`src/rtl/keccak_round_sequencer.sv`:
```
// Round/step sequencer for an iterative Keccak permutation core.
// Issues one step unit at a time, loads the state once per round.
module keccak_round_sequencer #(
    parameter int NUM_ROUNDS = 24,
    parameter int NUM_STEPS  = 5
) (
    input  logic                 clk,
    input  logic                 rst,
    input  logic                 start,
    input  logic [NUM_STEPS-1:0] stepReady,
    output logic [NUM_STEPS-1:0] stepStart,
    output logic [2:0]           stepIdx,
    output logic [4:0]           roundIdx,
    output logic                 ldState,
    output logic                 selInput,
    output logic                 ready,
    output logic                 done
);

    localparam logic [2:0] LAST_STEP  = 3'(NUM_STEPS - 1);
    localparam logic [4:0] LAST_ROUND = 5'(NUM_ROUNDS - 1);
    localparam logic [NUM_STEPS-1:0] UNIT0 = NUM_STEPS'(1);

    typedef enum logic [2:0] {
        S_IDLE  = 3'd0,
        S_LOAD  = 3'd1,
        S_ISSUE = 3'd2,
        S_WAIT  = 3'd3,
        S_ROUND = 3'd4,
        S_DONE  = 3'd5
    } state_t;

    state_t state;
    logic   sel_ready;

    // Only the ready flag of the unit being awaited matters.
    always_comb begin
        sel_ready = 1'b0;
        for (int i = 0; i < NUM_STEPS; i++) begin
            if (stepIdx == 3'(i)) begin
                sel_ready = stepReady[i];
            end
        end
    end

    // State, counters and outputs; each output register holds the
    // Moore decode of the state being entered.
    always_ff @(posedge clk or posedge rst) begin
        if (rst) begin
            state     <= S_IDLE;
            stepIdx   <= 3'd0;
            roundIdx  <= 5'd0;
            stepStart <= '0;
            ldState   <= 1'b0;
            selInput  <= 1'b0;
            ready     <= 1'b1;
            done      <= 1'b0;
        end else begin
            stepStart <= '0;
            ldState   <= 1'b0;
            selInput  <= 1'b0;
            ready     <= 1'b0;
            done      <= 1'b0;
            unique case (state)
                S_IDLE: begin
                    if (start) begin
                        state    <= S_LOAD;
                        ldState  <= 1'b1;
                        selInput <= 1'b1;
                    end else begin
                        ready <= 1'b1;
                    end
                end
                S_LOAD: begin
                    stepIdx   <= 3'd0;
                    roundIdx  <= 5'd0;
                    state     <= S_ISSUE;
                    stepStart <= UNIT0;
                end
                S_ISSUE: begin
                    state <= S_WAIT;
                end
                S_WAIT: begin
                    if (sel_ready) begin
                        if (stepIdx < LAST_STEP) begin
                            stepIdx   <= stepIdx + 3'd1;
                            state     <= S_ISSUE;
                            stepStart <= UNIT0 << (stepIdx + 3'd1);
                        end else begin
                            state   <= S_ROUND;
                            ldState <= 1'b1;
                        end
                    end
                end
                S_ROUND: begin
                    stepIdx <= 3'd0;
                    if (roundIdx == LAST_ROUND) begin
                        state <= S_DONE;
                        done  <= 1'b1;
                    end else begin
                        roundIdx  <= roundIdx + 5'd1;
                        state     <= S_ISSUE;
                        stepStart <= UNIT0;
                    end
                end
                S_DONE: begin
                    state <= S_IDLE;
                    ready <= 1'b1;
                end
                default: begin
                    state   <= S_IDLE;
                    stepIdx <= 3'd0;
                    ready   <= 1'b1;
                end
            endcase
        end
    end

    // At most one unit is started per cycle.
    a_onehot: assert property (
        @(posedge clk) disable iff (rst) $onehot0(stepStart));

    // Counters stay inside their legal ranges.
    a_step_rng: assert property (
        @(posedge clk) disable iff (rst) stepIdx <= LAST_STEP);
    a_round_rng: assert property (
        @(posedge clk) disable iff (rst) roundIdx <= LAST_ROUND);

    // Completion is always followed by a return to idle.
    a_done_idle: assert property (
        @(posedge clk) disable iff (rst) done |=> ready);

    // Ready is exclusive with every other action output.
    a_ready_excl: assert property (
        @(posedge clk) disable iff (rst)
        ready |-> !(ldState || done || (stepStart != '0)));

endmodule

```
`config.mk`:
```
export PLATFORM = sky130hd
export DESIGN_NAME = keccak_round_sequencer
export DESIGN_NICKNAME = d
export VERILOG_FILES = /design/src/rtl/keccak_round_sequencer.sv
export SDC_FILE = /design/constraint.sdc
export NUM_CORES = 1
export LEC_CHECK = 0
export ABC_AREA = 1
export BUFFER_PORTS_ARGS = -buffer_cell sky130_fd_sc_hd__buf_2
export CAP_MARGIN = 20
export CORE_ASPECT_RATIO = 0.75
export CORE_MARGIN = 2
export CORE_UTILIZATION = 45
export DETAILED_ROUTE_END_ITERATION = 7
export PLACE_DENSITY_LB_ADDON = 0.12
export SKIP_CTS_REPAIR_TIMING = 1
export SYNTH_ARGS = -nofsm -noshare
export SYNTH_HDL_FRONTEND = slang
export SYNTH_SLANG_ARGS = --single-unit
```
`constraint.sdc`:
```
create_clock -name clk -period 2.7 [get_ports clk]
set_input_delay 0.135 -clock clk [delete_from_list [all_inputs] [get_ports clk]]
set_output_delay 0.135 -clock clk [all_outputs]
set_load 0.05 [all_outputs]
```
==> flow_metrics.env, run 1 <==
export IMPL_status="complete, no violations"
export IMPL_grt_overflow_total=0
export IMPL_holdWs_ps=38.66
export IMPL_post_place_ws_ps=994.9
export IMPL_pwr_share_comb_pct=51.5
export IMPL_utilization_pct=56.64
export IMPL_drt_iter0_drc=29
export IMPL_antenna_found_initial=0
export IMPL_cts_buffers=3
export IMPL_worstPathMaxFanout=7
export IMPL_setup_viol=0
export IMPL_total_power_mw=1.351
export IMPL_path_buf_inv=2
export IMPL_seqPwrFrac_pct=31.2
export IMPL_io_pins=25
export IMPL_power_density_nw_per_um2=1050
export IMPL_post_route_cells_drive_above_1_share_pct=28.57
export IMPL_period_needed_ps=1720
export IMPL_grt_busiest_layer="met2"
export IMPL_min_path_type="primary input to flop"
export IMPL_start_util_pct=46.72
export IMPL_cts_sinks=20
export IMPL_max_clock_freq_ghz=0.5814
export IMPL_fillers=192
export IMPL_criticalPathCategory="flop to flop"
export IMPL_cts_tree="built"
export IMPL_critPathLaunch="stepIdx[0]$_DFFE_PP0P_"
export IMPL_die_area_um2=2766
export IMPL_yosysTopAreaCellShare_pct=44.81
export IMPL_ant_nets=0
export IMPL_clk_latency_ps=290
export IMPL_place_congestion=0.8502
export IMPL_core_area_um2=2271
export IMPL_rows=15
export IMPL_synthCells=125
export IMPL_synth_adder_area_share_pct=8.255
export IMPL_gr_usage_all_layers_pct=15.94
export IMPL_post_synth_num_cell_types=24
export IMPL_final_area_um2=1286
export IMPL_grt_pass1_vias=707
export IMPL_worst_setup_hold_path_clk_slew_ps=110
export IMPL_dieHeight_um=46.05
export IMPL_yosysWarnings=0
export IMPL_max_stage_delay_ps=460
export IMPL_io_buffers=24
export IMPL_crit_family="simple AND/OR/NAND/NOR gates"
export IMPL_wirelength_um=1991
export IMPL_hold_viol_final=0
export IMPL_required_ps=2890
export IMPL_synth_main_ff_cell="dfrtp_1"
export IMPL_via_count=872
export IMPL_synth_compound_area_share_pct=5.660
export IMPL_crit_end="stepIdx[0]$_DFFE_PP0P_"
export IMPL_placed_area_um2=1224
export IMPL_rsz0062_at_grt="no"
export IMPL_start_kind="flop"
export IMPL_use_met1_pct=22.61
export IMPL_synthSimpleGateAreaFrac_pct=31.72
export IMPL_relSlewSlack_pct=52.10
export IMPL_syn_avg_cell_area_um2=8.488
export IMPL_grt_max_degree=21
export IMPL_vias_per_cell=4.638
export IMPL_internal_power_mw=0.7119
export IMPL_dp_hpwl_um=1575
export IMPL_crit_top_cell="nand2_1"
export IMPL_post_synth_top_area_cell="dfrtp_1"
export IMPL_switching_share_pct=47.30
export IMPL_layout_cells_non_filler=188
export IMPL_fin_crit_sh_pct=63.70
export IMPL_p_leak_nw=0.7003
export IMPL_grt_pass1_wl_um=3146
export IMPL_reg2reg_depth=12
export IMPL_synth_mux_area_share_pct=0
export IMPL_setup_tns_ps=0
export IMPL_drv_cap=0
export IMPL_clockBufferDepth=2
export IMPL_diodes=0
export IMPL_wl_per_cell_um=10.59
export IMPL_synth_xor_area_share_pct=0
export IMPL_p_clk_share_pct=17.3
export IMPL_met2_usage_pct=22.83
export IMPL_worstPathArrival_ps=1910
export IMPL_syn_area_um2=1061
export IMPL_num_nets_final=170
export IMPL_p_sw_mw=0.6389
export IMPL_worstMarginPinSlew_ps=717.7
export IMPL_crit_cells=12
export IMPL_rr_startpoint="stepIdx[0]$_DFFE_PP0P_"
export IMPL_cts_htree_levels=1
export IMPL_drc=0
export IMPL_synth_top_family_by_area="simple AND/OR/NAND/NOR gates"
export IMPL_ys_top_cells_by_area="dfrtp_1 45%, nand2_1 9.6%, ha_1 8.3%"
export IMPL_rrSetupSlack_ps=980
export IMPL_worstReg2RegEnd="stepIdx[0]$_DFFE_PP0P_"
export IMPL_fin_skew_ps=7.442
export IMPL_endpoint_kind="flop"
export IMPL_ys_seq_area_share_pct=47.29
export IMPL_cp_cell_sequence="ha_1 -> ha_1 -> inv_1 -> nand2_1 -> inv_1 -> nand2_1 -> nand2_1 -> nand2_1 -> nand2_2 -> nand2_2 -> nand2_1 -> nand2_1"
export IMPL_syn2layout_area_growth_pct=21.23
export IMPL_use_met3_pct=7.022
export IMPL_cts_root_buf="clkbuf_4"
export IMPL_placed_cells=183
export IMPL_synthArstFlopShare_pct=100.0
export IMPL_setup_ws_ps=980.0
export IMPL_slew_violations=0
export IMPL_peakVddDrop_mv=0.4681
export IMPL_first_pass_iters=4
export IMPL_crit_slowest_cell="dfrtp_1"
export IMPL_synth_edff_count=0
export IMPL_die_x_um=60.07
export IMPL_ys_ff_latch=20
export IMPL_syn_nets=140
-- state kept, by name, indices dropped and copies added (netlist names) --
signal,cells
roundIdx,5
stepIdx,3
state,3
selInput,1
done,1
ldState,1
ready,1
stepStart,5
-- power groups by stage --
stage                     Combinational (mW)  Clock [mW]  Sequential, mW
final                                  0.695       0.234           0.421
after global routing                   0.772       0.256           0.432
after CTS                              0.696       0.242           0.421
after detailed placement               0.692           0           0.427
after global placement                 0.692           0           0.425
after floorplan                        0.403           0           0.574
-- placed cells by master (no fill, tap or decap), types with 3 or more instances in the layout --
cell / instances
dfrtp_1: 19
o21ai_0: 4
nand2_2: 4
inv_1: 16
nand3_1: 10
ha_1: 7
clkbuf_4: 3
buf_2: 24
inv_2: 4
nand2_1: 27
nor3_1: 7
nor2_1: 9
-- kinds of logic after synthesis --
logic type | Yosys count
simple gates | 68
buf+inv | 20
flops | 20
compound gates | 10
fa+ha+maj | 7
-- cells in the mapped netlist (4+ instances only) --
| cell type | number |
|---|---|
| inv_2 | 4 |
| nand3_1 | 10 |
| dfrtp_1 | 19 |
| nand2_1 | 27 |
| inv_1 | 16 |
| nor3_1 | 7 |
| nand2_2 | 4 |
| nor2_1 | 9 |
| o21ai_0 | 4 |
| ha_1 | 7 |
-- layout make-up --
class | instances | area, um^2 | area share, %
clock inverter | 1 | 30.03 | 2.335
timing repair buffer | 25 | 130.1 | 10.12
tap | 34 | 42.54 | 3.307
clock buffer | 3 | 22.52 | 1.751
sequential | 20 | 501.7 | 39.01
inverter | 20 | 75.07 | 5.837
multi-input combinational | 85 | 484.2 | 37.65
-- worst min-delay path by stage --
stage | startpoint | end | slack (ps) | cells past startpoint
floorplan | rst | done$_DFF_PP0_ | 100 | 1
global placement | rst | roundIdx[4]$_DFFE_PP0P_ | 280 | 2
detailed placement | rst | done$_DFF_PP0_ | 290 | 2
CTS | rst | roundIdx[4]$_DFFE_PP0P_ | -50 | 2
global route | start | ready$_DFF_PP1_ | 40 | 2
finish | start | ready$_DFF_PP1_ | 40 | 2
-- layer usage --
metal | vias to the layer above | routed length (um)
met2 | 27 | 832
met1 | 379 | 1011
li1 | 464 | -
met5 | - | 0
met4 | 0 | 10
met3 | 2 | 137
Note: power is estimated with default switching activity, not from simulation.
==> run 2, diff against run 1 <==
Clock period 2.7 ns to 1.6 ns, I/O delays scaled along.
==> run 2 against run 1 <==
Against the previous run:
- the run now ends with setup timing left
- clock power increased by 22%
- combinational power up 120%
- power grew 87%
- sequential share of layout area fell by 3.0 points
- routed wire length grew 18%
- final area is 9.7% higher
- final cell count is 4.3% higher
- count of clock-buffer cells in the layout is 1 higher
- highest routed layer unchanged
==> flow_metrics.env, run 2 (same netlist as run 1, synthesis figures left out) <==
export IMPL_antenna_found_initial=0
export IMPL_critPathLaunch="stepIdx[0]$_DFFE_PP0P_"
export IMPL_cts_buffers=3
export IMPL_cts_sinks=20
export IMPL_clk_latency_ps=300
export IMPL_io_pins=25
export IMPL_clockBufferDepth=2
export IMPL_start_util_pct=46.72
export IMPL_cts_htree_levels=1
export IMPL_worst_hold_startpoint="stepReady[4]"
export IMPL_utilization_pct=62.15
export IMPL_final_common_cell="buf_2"
export IMPL_drt_iter0_drc=34
export IMPL_worstReg2RegEnd="stepIdx[0]$_DFFE_PP0P_"
export IMPL_rr_startpoint="stepIdx[0]$_DFFE_PP0P_"
export IMPL_diodes=0
export IMPL_total_power_mw=2.526
export IMPL_syn2layout_area_growth_pct=33.02
export IMPL_worst_setup_hold_path_clk_slew_ps=100
export IMPL_hold_path_depth=3
export IMPL_criticalPathCategory="flop to flop"
export IMPL_vias_per_cell=4.888
export IMPL_gr_usage_all_layers_pct=17.92
export IMPL_die_area_um2=2766
export IMPL_reg2reg_depth=12
export IMPL_endpoint_kind="flop"
export IMPL_min_path_type="primary input to flop"
export IMPL_required_ps=1800
export IMPL_place_congestion=0.8202
export IMPL_multiInputGateArea_um2=556.8
export IMPL_reg_top3="roundIdx: 5 flops, stepStart: 5 flops"
export IMPL_status="complete, but fails checks"
export IMPL_drv_cap=0
export IMPL_grt_pass1_wl_um=3456
export IMPL_first_pass_iters=4
export IMPL_grt_max_degree=21
export IMPL_hold_end="ldState$_DFF_PP0_"
export IMPL_num_nets_final=178
export IMPL_worstMarginPinSlew_ps=704.8
export IMPL_wirelength_um=2343
export IMPL_setup_ws_ps=-33.74
export IMPL_cts_root_buf="clkbuf_4"
export IMPL_worstPathArrival_ps=1830
export IMPL_post_route_cells_drive_above_1_share_pct=43.21
export IMPL_rows=15
export IMPL_wl_per_cell_um=11.95
export IMPL_relSlewSlack_pct=52.96
export IMPL_start_kind="flop"
export IMPL_cts_tree="built"
export IMPL_violations="setup timing"
export IMPL_fin_crit_sh_pct=102.1
export IMPL_ant_nets=0
export IMPL_grt_overflow_total=0
export IMPL_rrSetupSlack_ps=-30
export IMPL_max_clock_freq_ghz=0.6121
export IMPL_setup_viol=3
export IMPL_slew_violations=0
export IMPL_worstPathMaxFanout=7
export IMPL_period_needed_ps=1634
export IMPL_io_buffers=24
export IMPL_seq_area_um2=508.0
export IMPL_fin_skew_ps=3.658
export IMPL_layout_common_cells="24 x buf_2, 22 x nand2_1, 14 x dfrtp_1"
export IMPL_die_x_um=60.07
export IMPL_power_density_nw_per_um2=1790
export IMPL_rsz0062_at_grt="yes"
export IMPL_peakVddDrop_mv=0.8443
export IMPL_hold_viol_final=0
export IMPL_p_leak_nw=0.7254
export IMPL_dp_hpwl_um=1675
export IMPL_via_count=958
export IMPL_dieHeight_um=46.05
export IMPL_drc=0
export IMPL_fillers=193
export IMPL_grt_pass1_vias=736
export IMPL_core_area_um2=2271
==> run 2: worst max path at each step <==
stage,to
after floorplan,stepIdx[0]$_DFFE_PP0P_
after global placement,stepIdx[0]$_DFFE_PP0P_
after detailed placement,stepIdx[1]$_DFFE_PP0P_
after CTS,stepIdx[0]$_DFFE_PP0P_
after global routing,stepIdx[0]$_DFFE_PP0P_
final,stepIdx[0]$_DFFE_PP0P_
==> run 2: through the flow <==
stage / cells / hold WS (ps) / setup WS [ps] / instance area [um^2] / setup TNS, ps
final: 196 / 186.5 / -33.74 / 1411 / -50.07
after global routing: 196 / 211.1 / -136.3 / 1411 / -703.9
after CTS: 188 / -106.7 / -57.39 / 1311 / -157.7
after detailed placement: 184 / 229.5 / -38.15 / 1275 / -101.8
after global placement: 184 / 227.8 / 23.87 / 1275 / 0
after floorplan: 125 / 42.74 / -14.50 / 1105 / -41.47
==> run 2: where the power goes <==
group          internal [mW]  switching (mW)  leakage [nW]
Clock                  0.139           0.147        0.0210
Sequential             0.620           0.108         0.257
Combinational          0.500            1.01         0.447
==> run 2: area by class of cell <==
type | instances | share of cell area [%]
clock buffer | 4 | 2.571
sequential | 20 | 35.99
inverter | 20 | 5.319
timing repair buffer | 33 | 13.65
multi-input combinational | 85 | 39.45
tap | 34 | 3.014
==> run 2: metal layers <==
layer	up-vias	share of wire, %	wire length (um)	track usage [%]
met3	5	5.9	139	5.056
met2	34	45	1062	23.04
met4	0	1.5	36	8.000
met5	-	0	0	0
met1	443	47	1104	27.40
li1	476	-	-	-
==> run 2: critical path: stages, from the launching register on <==
cell	delay (ps)
dfrtp_2	470
inv_2	80
ha_1	230
nand3b_1	110
nand2_1	50
inv_1	50
nand2_1	60
nand2_2	100
nand2_4	80
nand2_4	110
nand2_4	70
nand2_2	60
nand2_1	60
